`src/rtl/vga_frame_sequencer_if.sv`:
```
// vga_frame_sequencer_if: raster timing outputs and per-frame update handshake
interface vga_frame_sequencer_if;
  logic       pause;
  logic       upd_ack;
  logic [9:0] hpos;
  logic [9:0] vpos;
  logic       hsync;
  logic       vsync;
  logic       display_on;
  logic       line_req;
  logic       upd_req;
  logic       upd_sel;
  logic [7:0] frame_cnt;
  logic       overrun;
  modport master (
    input  pause, upd_ack,
    output hpos, vpos, hsync, vsync, display_on, line_req, upd_req, upd_sel, frame_cnt, overrun
  );
  modport slave (
    output pause, upd_ack,
    input  hpos, vpos, hsync, vsync, display_on, line_req, upd_req, upd_sel, frame_cnt, overrun
  );
endinterface

```
`src/rtl/vga_frame_sequencer.sv`:
```
// vga_frame_sequencer: VGA raster timing plus the per-frame angle update schedule
module vga_frame_sequencer #(
  parameter int H_DISPLAY = 640,
  parameter int H_FRONT   = 16,
  parameter int H_SYNC    = 96,
  parameter int H_BACK    = 48,
  parameter int V_DISPLAY = 480,
  parameter int V_FRONT   = 10,
  parameter int V_SYNC    = 2,
  parameter int V_BACK    = 33,
  parameter int LINE_LEAD = 4
) (
  input  logic                   clk,
  input  logic                   rst_n,
  vga_frame_sequencer_if.master  bus
);
  localparam logic [9:0] H_LAST = 10'(H_DISPLAY + H_FRONT + H_SYNC + H_BACK - 1);
  localparam logic [9:0] V_LAST = 10'(V_DISPLAY + V_FRONT + V_SYNC + V_BACK - 1);
  localparam logic [9:0] HS_BEG = 10'(H_DISPLAY + H_FRONT);
  localparam logic [9:0] HS_END = 10'(H_DISPLAY + H_FRONT + H_SYNC);
  localparam logic [9:0] VS_BEG = 10'(V_DISPLAY + V_FRONT);
  localparam logic [9:0] VS_END = 10'(V_DISPLAY + V_FRONT + V_SYNC);
  localparam logic [9:0] H_VIS  = 10'(H_DISPLAY);
  localparam logic [9:0] V_VIS  = 10'(V_DISPLAY);
  localparam logic [9:0] H_LEAD = 10'(H_DISPLAY + H_FRONT + H_SYNC + H_BACK - LINE_LEAD);

  typedef enum logic [1:0] {IDLE, REQ_A, REQ_B} state_t;

  state_t     state, state_n;
  logic [9:0] hpos, vpos, v_next;
  logic [7:0] frame_cnt;
  logic       overrun, h_last, v_last, vbs, done, abort;

  assign h_last = hpos == H_LAST;
  assign v_last = vpos == V_LAST;
  assign v_next = v_last ? '0 : vpos + 10'd1;
  assign vbs    = hpos == '0 && vpos == V_VIS;

  // Raster counters: hpos every cycle, vpos on each line wrap
  always_ff @(posedge clk or negedge rst_n)
    if (!rst_n) begin
      hpos <= '0;
      vpos <= '0;
    end else begin
      hpos <= h_last ? '0 : hpos + 10'd1;
      vpos <= h_last ? v_next : vpos;
    end

  // Schedule next state; the end-of-frame abort takes priority over a same-cycle ack
  always_comb begin
    state_n = state;
    done    = 1'b0;
    abort   = 1'b0;
    if (state != IDLE && h_last && v_last) begin
      state_n = IDLE;
      abort   = 1'b1;
    end else if (state == IDLE) begin
      state_n = (vbs && !bus.pause) ? REQ_A : IDLE;
    end else if (bus.upd_ack) begin
      state_n = state == REQ_A ? REQ_B : IDLE;
      done    = state == REQ_B;
    end
  end

  // Schedule state, completed-frame count and sticky overrun flag
  always_ff @(posedge clk or negedge rst_n)
    if (!rst_n) begin
      state     <= IDLE;
      frame_cnt <= '0;
      overrun   <= 1'b0;
    end else begin
      state     <= state_n;
      frame_cnt <= frame_cnt + 8'(done);
      overrun   <= overrun | abort;
    end

  assign bus.hpos       = hpos;
  assign bus.vpos       = vpos;
  assign bus.hsync      = !(hpos >= HS_BEG && hpos < HS_END);
  assign bus.vsync      = !(vpos >= VS_BEG && vpos < VS_END);
  assign bus.display_on = hpos < H_VIS && vpos < V_VIS;
  assign bus.line_req   = hpos == H_LEAD && v_next < V_VIS;
  assign bus.upd_req    = state != IDLE;
  assign bus.upd_sel    = state == REQ_B;
  assign bus.frame_cnt  = frame_cnt;
  assign bus.overrun    = overrun;
endmodule

```
`src/flat_wrapper.sv`:
```
// flat-port wrapper written by rule: the top's interface ports become plain ports
module vga_frame_sequencer_flat 
#(
  parameter int H_DISPLAY = 640,
  parameter int H_FRONT   = 16,
  parameter int H_SYNC    = 96,
  parameter int H_BACK    = 48,
  parameter int V_DISPLAY = 480,
  parameter int V_FRONT   = 10,
  parameter int V_SYNC    = 2,
  parameter int V_BACK    = 33,
  parameter int LINE_LEAD = 4
)
  (clk, rst_n, bus_pause, bus_upd_ack, bus_hpos, bus_vpos, bus_hsync, bus_vsync, bus_display_on, bus_line_req, bus_upd_req, bus_upd_sel, bus_frame_cnt, bus_overrun);
  vga_frame_sequencer_if bus_i ();
  input  logic clk;
  input  logic rst_n;
  input wire logic [$bits(bus_i.pause)-1:0] bus_pause;
  input wire logic [$bits(bus_i.upd_ack)-1:0] bus_upd_ack;
  output wire logic [$bits(bus_i.hpos)-1:0] bus_hpos;
  output wire logic [$bits(bus_i.vpos)-1:0] bus_vpos;
  output wire logic [$bits(bus_i.hsync)-1:0] bus_hsync;
  output wire logic [$bits(bus_i.vsync)-1:0] bus_vsync;
  output wire logic [$bits(bus_i.display_on)-1:0] bus_display_on;
  output wire logic [$bits(bus_i.line_req)-1:0] bus_line_req;
  output wire logic [$bits(bus_i.upd_req)-1:0] bus_upd_req;
  output wire logic [$bits(bus_i.upd_sel)-1:0] bus_upd_sel;
  output wire logic [$bits(bus_i.frame_cnt)-1:0] bus_frame_cnt;
  output wire logic [$bits(bus_i.overrun)-1:0] bus_overrun;
  assign bus_i.pause = bus_pause;
  assign bus_i.upd_ack = bus_upd_ack;
  assign bus_hpos = bus_i.hpos;
  assign bus_vpos = bus_i.vpos;
  assign bus_hsync = bus_i.hsync;
  assign bus_vsync = bus_i.vsync;
  assign bus_display_on = bus_i.display_on;
  assign bus_line_req = bus_i.line_req;
  assign bus_upd_req = bus_i.upd_req;
  assign bus_upd_sel = bus_i.upd_sel;
  assign bus_frame_cnt = bus_i.frame_cnt;
  assign bus_overrun = bus_i.overrun;
  vga_frame_sequencer #(.H_DISPLAY(H_DISPLAY), .H_FRONT(H_FRONT), .H_SYNC(H_SYNC), .H_BACK(H_BACK), .V_DISPLAY(V_DISPLAY), .V_FRONT(V_FRONT), .V_SYNC(V_SYNC), .V_BACK(V_BACK), .LINE_LEAD(LINE_LEAD)) u_core (.clk(clk), .rst_n(rst_n), .bus(bus_i));
endmodule
```
`config.mk`:
```
export PLATFORM = sky130hd
export DESIGN_NAME = vga_frame_sequencer_flat
export DESIGN_NICKNAME = d
export VERILOG_FILES = /design/src/rtl/vga_frame_sequencer_if.sv /design/src/rtl/vga_frame_sequencer.sv /design/src/flat_wrapper.sv
export SDC_FILE = /design/constraint.sdc
export NUM_CORES = 1
export LEC_CHECK = 0
export CAP_MARGIN = 20
export CORE_ASPECT_RATIO = 0.75
export CORE_UTILIZATION = 49
export DETAILED_ROUTE_END_ITERATION = 10
export GPL_TIMING_DRIVEN = 1
export PLACE_DENSITY = 0.84
export SLEW_MARGIN = 20
export SYNTH_ARGS = -nofsm -noshare
export SYNTH_HDL_FRONTEND = slang
export SYNTH_SLANG_ARGS = --single-unit
```
`constraint.sdc`:
```
create_clock -name clk -period 2.9 [get_ports clk]
set_input_delay 0.87 -clock clk [delete_from_list [all_inputs] [get_ports clk]]
set_output_delay 0.87 -clock clk [all_outputs]
set_load 0.01 [all_outputs]
```
== Yosys cells after proc, flatten, opt, wreduce, memory -nomap -nowiden ==
Index checks and enable logic that the tools add are counted.
W data, S select, Z words.

* Bits in registers: 31

* Add/sub/neg operators: 3
* Order comparisons: 7
* Equal/unequal tests: 6
* Multiplexer cells: 11
* Bitwise operators: 1
* Reduce and logical (&&, ||, !) cells: 15

{| class="wikitable"
|+ Operator list
! operator !! count
|-
| $eq A10 B10 Y1 const B || 3
|-
| $lt A10 B9 Y1 const B || 3
|-
| $add A10 B1 Y10 const B || 2
|-
| $lt A10 B10 Y1 const B || 2
|-
| $mux W10 || 2
|-
| $eq A10 B9 Y1 const B || 1
|-
| $ge A10 B10 Y1 const B || 1
|-
| $ge A10 B9 Y1 const B || 1
|-
| $logic_not A10 Y1 || 1
|-
| $add A8 B1 Y8 || 1
|-
| $logic_and A1 B1 Y1 || 8
|-
| $mux W2 || 4
|-
| $mux W1 || 5
|-
| $logic_not A1 Y1 || 3
|-
| $reduce_bool A3 Y1 || 1
|-
| $eq A2 B1 Y1 const B || 1
|-
| $eq A2 B2 Y1 const B || 1
|-
| $logic_not A2 Y1 || 1
|-
| $reduce_bool A2 Y1 || 1
|-
| $or A1 B1 Y1 || 1
|}

== Depth between registers and ports, before layout ==
Gate-level depths: netlist of run 1.

* Depth in word-level cells: 6
* Gate-level depth with buffers: 11
* Mapped depth without buffers: 11

== Worst setup path after synthesis of run 1 ==
Ideal clock, no wire load.

* Path kind: register -> output
* Start: register u_core.vpos[1] (netlist: u_core.bus.vpos[1])
* End: output port bus_line_req
* Data arrival time: 1.917 ns
* Data required time: 2.030 ns
* Path slack: 0.113 ns
* Cell stages (with the launch flop): 7
* Path buffers: 0
* Cell sequence: dfrtp_1 > inv_1 > ha_1 > or4b_4 > nor4_4 > nor2_2 > a211oi_1

* Word-level cells in the longest chain between the ends: 4

{| class="wikitable"
|+ RTL lines
! item !! RTL line !! source
|-
| start, declared || vga_frame_sequencer.sv:30 || <nowiki>logic [9:0] hpos, vpos, v_next;</nowiki>
|-
| start signal, assigned || vga_frame_sequencer.sv:46 || <nowiki>vpos <= h_last ? v_next : vpos;</nowiki>
|-
| $add A10 B1 Y10 / $eq A10 B10 Y1 (equally long branches) || vga_frame_sequencer.sv:36, vga_frame_sequencer.sv:35 ||
|-
| $mux W10 * || vga_frame_sequencer.sv:36 || <nowiki>assign v_next = v_last ? '0 : vpos + 10'd1;</nowiki>
|-
| $lt A10 B9 Y1 * || vga_frame_sequencer.sv:82 || <nowiki>assign bus.line_req = hpos == H_LEAD && v_next < V_VIS;</nowiki>
|-
| $logic_and A1 B1 Y1 * || vga_frame_sequencer.sv:82 ||
|-
| end, declared || flat_wrapper.sv:25 || <nowiki>output wire logic [$bits(bus_i.line_req)-1:0] bus_line_req;</nowiki>
|}

Every way passes the cells marked *; elsewhere a longest branch is shown, timed or not.

== Worst setup path after layout of run 1 ==
Ends and elaborated chain as after synthesis.

==> flow_metrics.tcl, run 1 <==
set metrics [dict create \
    vias 1516 \
    port_buffers 38 \
    gp_congestion 0.842 \
    yosysUniqueCellTypes 40 \
    worstSetupStartpointType "flop" \
    antenna_found_initial 0 \
    max-slew-margin-rel_pct 75.3 \
    leakagePower_nw 1.06 \
    die_y_um 52.8 \
    regArea_um2 776 \
    wire_per_inst_um 14.7 \
    maxCapViolations 0 \
    critPathKind "reg2out" \
    rsz0062_at_grt "yes" \
    fin_crit_ps 2880 \
    wl_um 4170 \
    num_antenna_cells 0 \
    p_per_area_nw_per_um2 337 \
    finalCritPeriodShare_pct 99.4 \
    grt.overflow.total 0 \
    fp.dieW_um 69.8 \
    hpwl_um 2930 \
    worst_slew_pin_slew_ps 368 \
    crit_required_ps 2030 \
    grt_usage_pct 25.2 \
    ys_ff_latch 31 \
    grt_max_degree 32 \
    drt_iter0_markers 89 \
    ctsHtreeMaxLevel 2 \
    yosys_warnings 0 \
    yosysSeqAreaShare_pct 46.0 \
    cts_tree "yes" \
    syn-mean-instance-area_um2 9.64 \
    syn-num-nets 185 \
    finalSetupViolations 0 \
    first_pass_iters 4 \
    syn_area_um2 1690 \
    grt_pass1_vias 1430 \
    fill_cells 251 \
    fmax_mhz 347 \
    final_net_count 252 \
    hold_depth 1 \
    path_clk_slew_ps 60 \
    die_area_um2 3690 \
    worstPathArrival_ps 2010 \
    hold_ws_ps 475 \
    peakVddDrop_uv 216 \
    io_pins 39 \
    cts_made_buffers 5 \
    reg2reg_depth 13 \
    worstPathMaxFanout 2 \
    start_util_pct 51.3 \
    async_flop_share_pct 100 \
    syn-instance-count 175 \
    final_hold_viol_count 0 \
    synth_top_flop_cell "dfrtp_1" \
    clockBufferDepth 2 \
    synth-edff-count 0 \
    drc 0 \
    clockRootBuffer "clkbuf_8" \
    clock_sinks 31 \
    ant_nets 0 \
    clock_skew_ps 4.61 \
    outcome "finished clean" \
    hold_path.class "reg2reg" \
    end_kind "output pin" \
    clock_latency_ps 280 \
    viasPerCell 5.36 \
    drive_gt1_share_pct 18.9 \
    syn_to_final_growth_pct 43.3 \
    multiInputGateArea_um2 886 \
    grt_first_pass_wirelength_um 6850 \
    core.rowCount 18 \
    core_um2 3290 \
    finalSetupTns_ps 0 \
    drv_slew 0 \
]
[area by class of cell]
class / instances / area share (%)
Tap cell: 40 / 2.07
Multi-Input combinational cell: 131 / 36.6
Inverter: 9 / 1.40
Timing Repair Buffer: 64 / 23.7
Clock buffer: 8 / 4.14
Sequential cell: 31 / 32.1
[placed cells by master, fill, tap and decap left out, drive strengths merged, types with 7 or more instances in the layout]
cell type,synthesis,routed
xnor2,10,10
buf,3,27
nand2,20,20
dfrtp,31,31
clkdlybuf4s50,0,36
o21ai,13,13
clkbuf,1,8
nand4,7,7
nand3,10,10
nor2,18,18
inv,9,9
[registers in the layout, indices dropped and copies added, names as in the netlist]
| register | flops |
|---|---|
| u_core.bus.frame_cnt | 8 |
| u_core.bus.hpos | 10 |
| u_core.bus.overrun | 1 |
| u_core.bus.vpos | 10 |
| u_core.state | 2 |
[cell usage after synthesis (2+ instances only)]
master     n  share of area, %
nor3_1     3              0.89
xnor2_1   10               5.2
o22ai_1    2              0.74
nand2_1   20               4.4
o41ai_1    2               1.0
nand2b_1   3               1.1
buf_2      2              0.59
inv_1      9               2.0
nor2b_1    4               1.5
xor2_1     6               3.1
nor4b_1    2               1.0
o21ai_0   13               3.9
dfrtp_1   31                46
nand3_1    9               2.7
and3_1     2              0.74
a21oi_1    2              0.59
ha_1       6               4.4
nor4_1     3               1.1
mux2i_1    2               1.2
a31oi_1    2              0.74
nand4_1    7               2.6
nor2_1    17               3.8
[power breakdown]
| group | internal (mW) | switching [mW] |
|---|---|---|
| Sequential | 0.433 | 0 |
| Combinational | 0.00489 | 0.00902 |
| Clock | 0.216 | 0.153 |
| Total | 0.654 | 0.162 |
[metrics by stage]
stage / setup slack, ps / instance area (um^2) / utilization (%) / power, mW / instances
after floorplan: 113 / 1690 / - / 0.441 / 175
after global placement: -130 / 2260 / 68.7 / 0.455 / 271
after detailed placement: -195 / 2260 / 68.7 / 0.455 / 271
after CTS: -36.0 / 2390 / 72.8 / 0.822 / 282
after global routing: -94.9 / 2420 / 73.6 / 0.846 / 283
final: 17.6 / 2420 / 73.6 / 0.816 / 283
[worst max-delay path, stage by stage, from the launching register on]
cell and delay (ps):
dfrtp_1 380, inv_2 80, ha_4 130, or4b_4 480, nor4_4 280, nor2_2 80
a211oi_2 140, buf_2 160
[routing by layer]
| metal | vias to the layer above | GRT usage [%] | part of all wire [%] |
|---|---|---|---|
| met5 | - | 0 | 0 |
| met4 | 0 | 9.67 | 1.1 |
| met3 | 5 | 6.73 | 5.1 |
| met2 | 40 | 40.1 | 48 |
| met1 | 727 | 33.2 | 46 |
| li1 | 744 | - | - |
[kinds of logic (layout without fill, tap and decap cells)]
kind of cell | Yosys count | in the layout | synth area share (%)
XOR/XNOR | 16 | 16 | 8.30
flip-flops | 31 | 31 | 46.0
multiplexers | 3 | 3 | 2.08
buffers and inverters | 13 | 81 | 3.48
AO/OA/AOI/OAI | 25 | 25 | 8.75
adder cells (fa/ha/maj) | 6 | 6 | 4.45
AND/OR/NAND/NOR | 81 | 81 | 27.0
[repair_timing]
item | CTS | global route
pin swaps | 4 | 2
setup buffers | 3 | 1
endpoints found under the hold margin | 0 | 0
resized for setup | 9 | 3
setup endpoints to repair | 2 | 2
hold buffers | 0 | 0
[final timing paths]
path / from / end / slack (ps)
min: u_core.bus.frame_cnt[7] / u_core.bus.frame_cnt[7] / 470
max reg2reg: u_core.bus.vpos[1] / u_core.bus.frame_cnt[6] / 190
max: u_core.bus.vpos[1] / bus_line_req / 20
max in group asynchronous: rst_n / u_core.bus.hpos[1] / 1640
min in group asynchronous: rst_n / u_core.bus.vpos[8] / 980
min reg2reg: u_core.bus.frame_cnt[7] / u_core.bus.frame_cnt[7] / 470
(Power assumes the default switching activity.)
==> run 2: changes to the inputs <==
CTS_CLUSTER_SIZE = 10   (was not set)
==> results of run 2 <==
Final layout, timing and power as in run 1 (identical DEF).
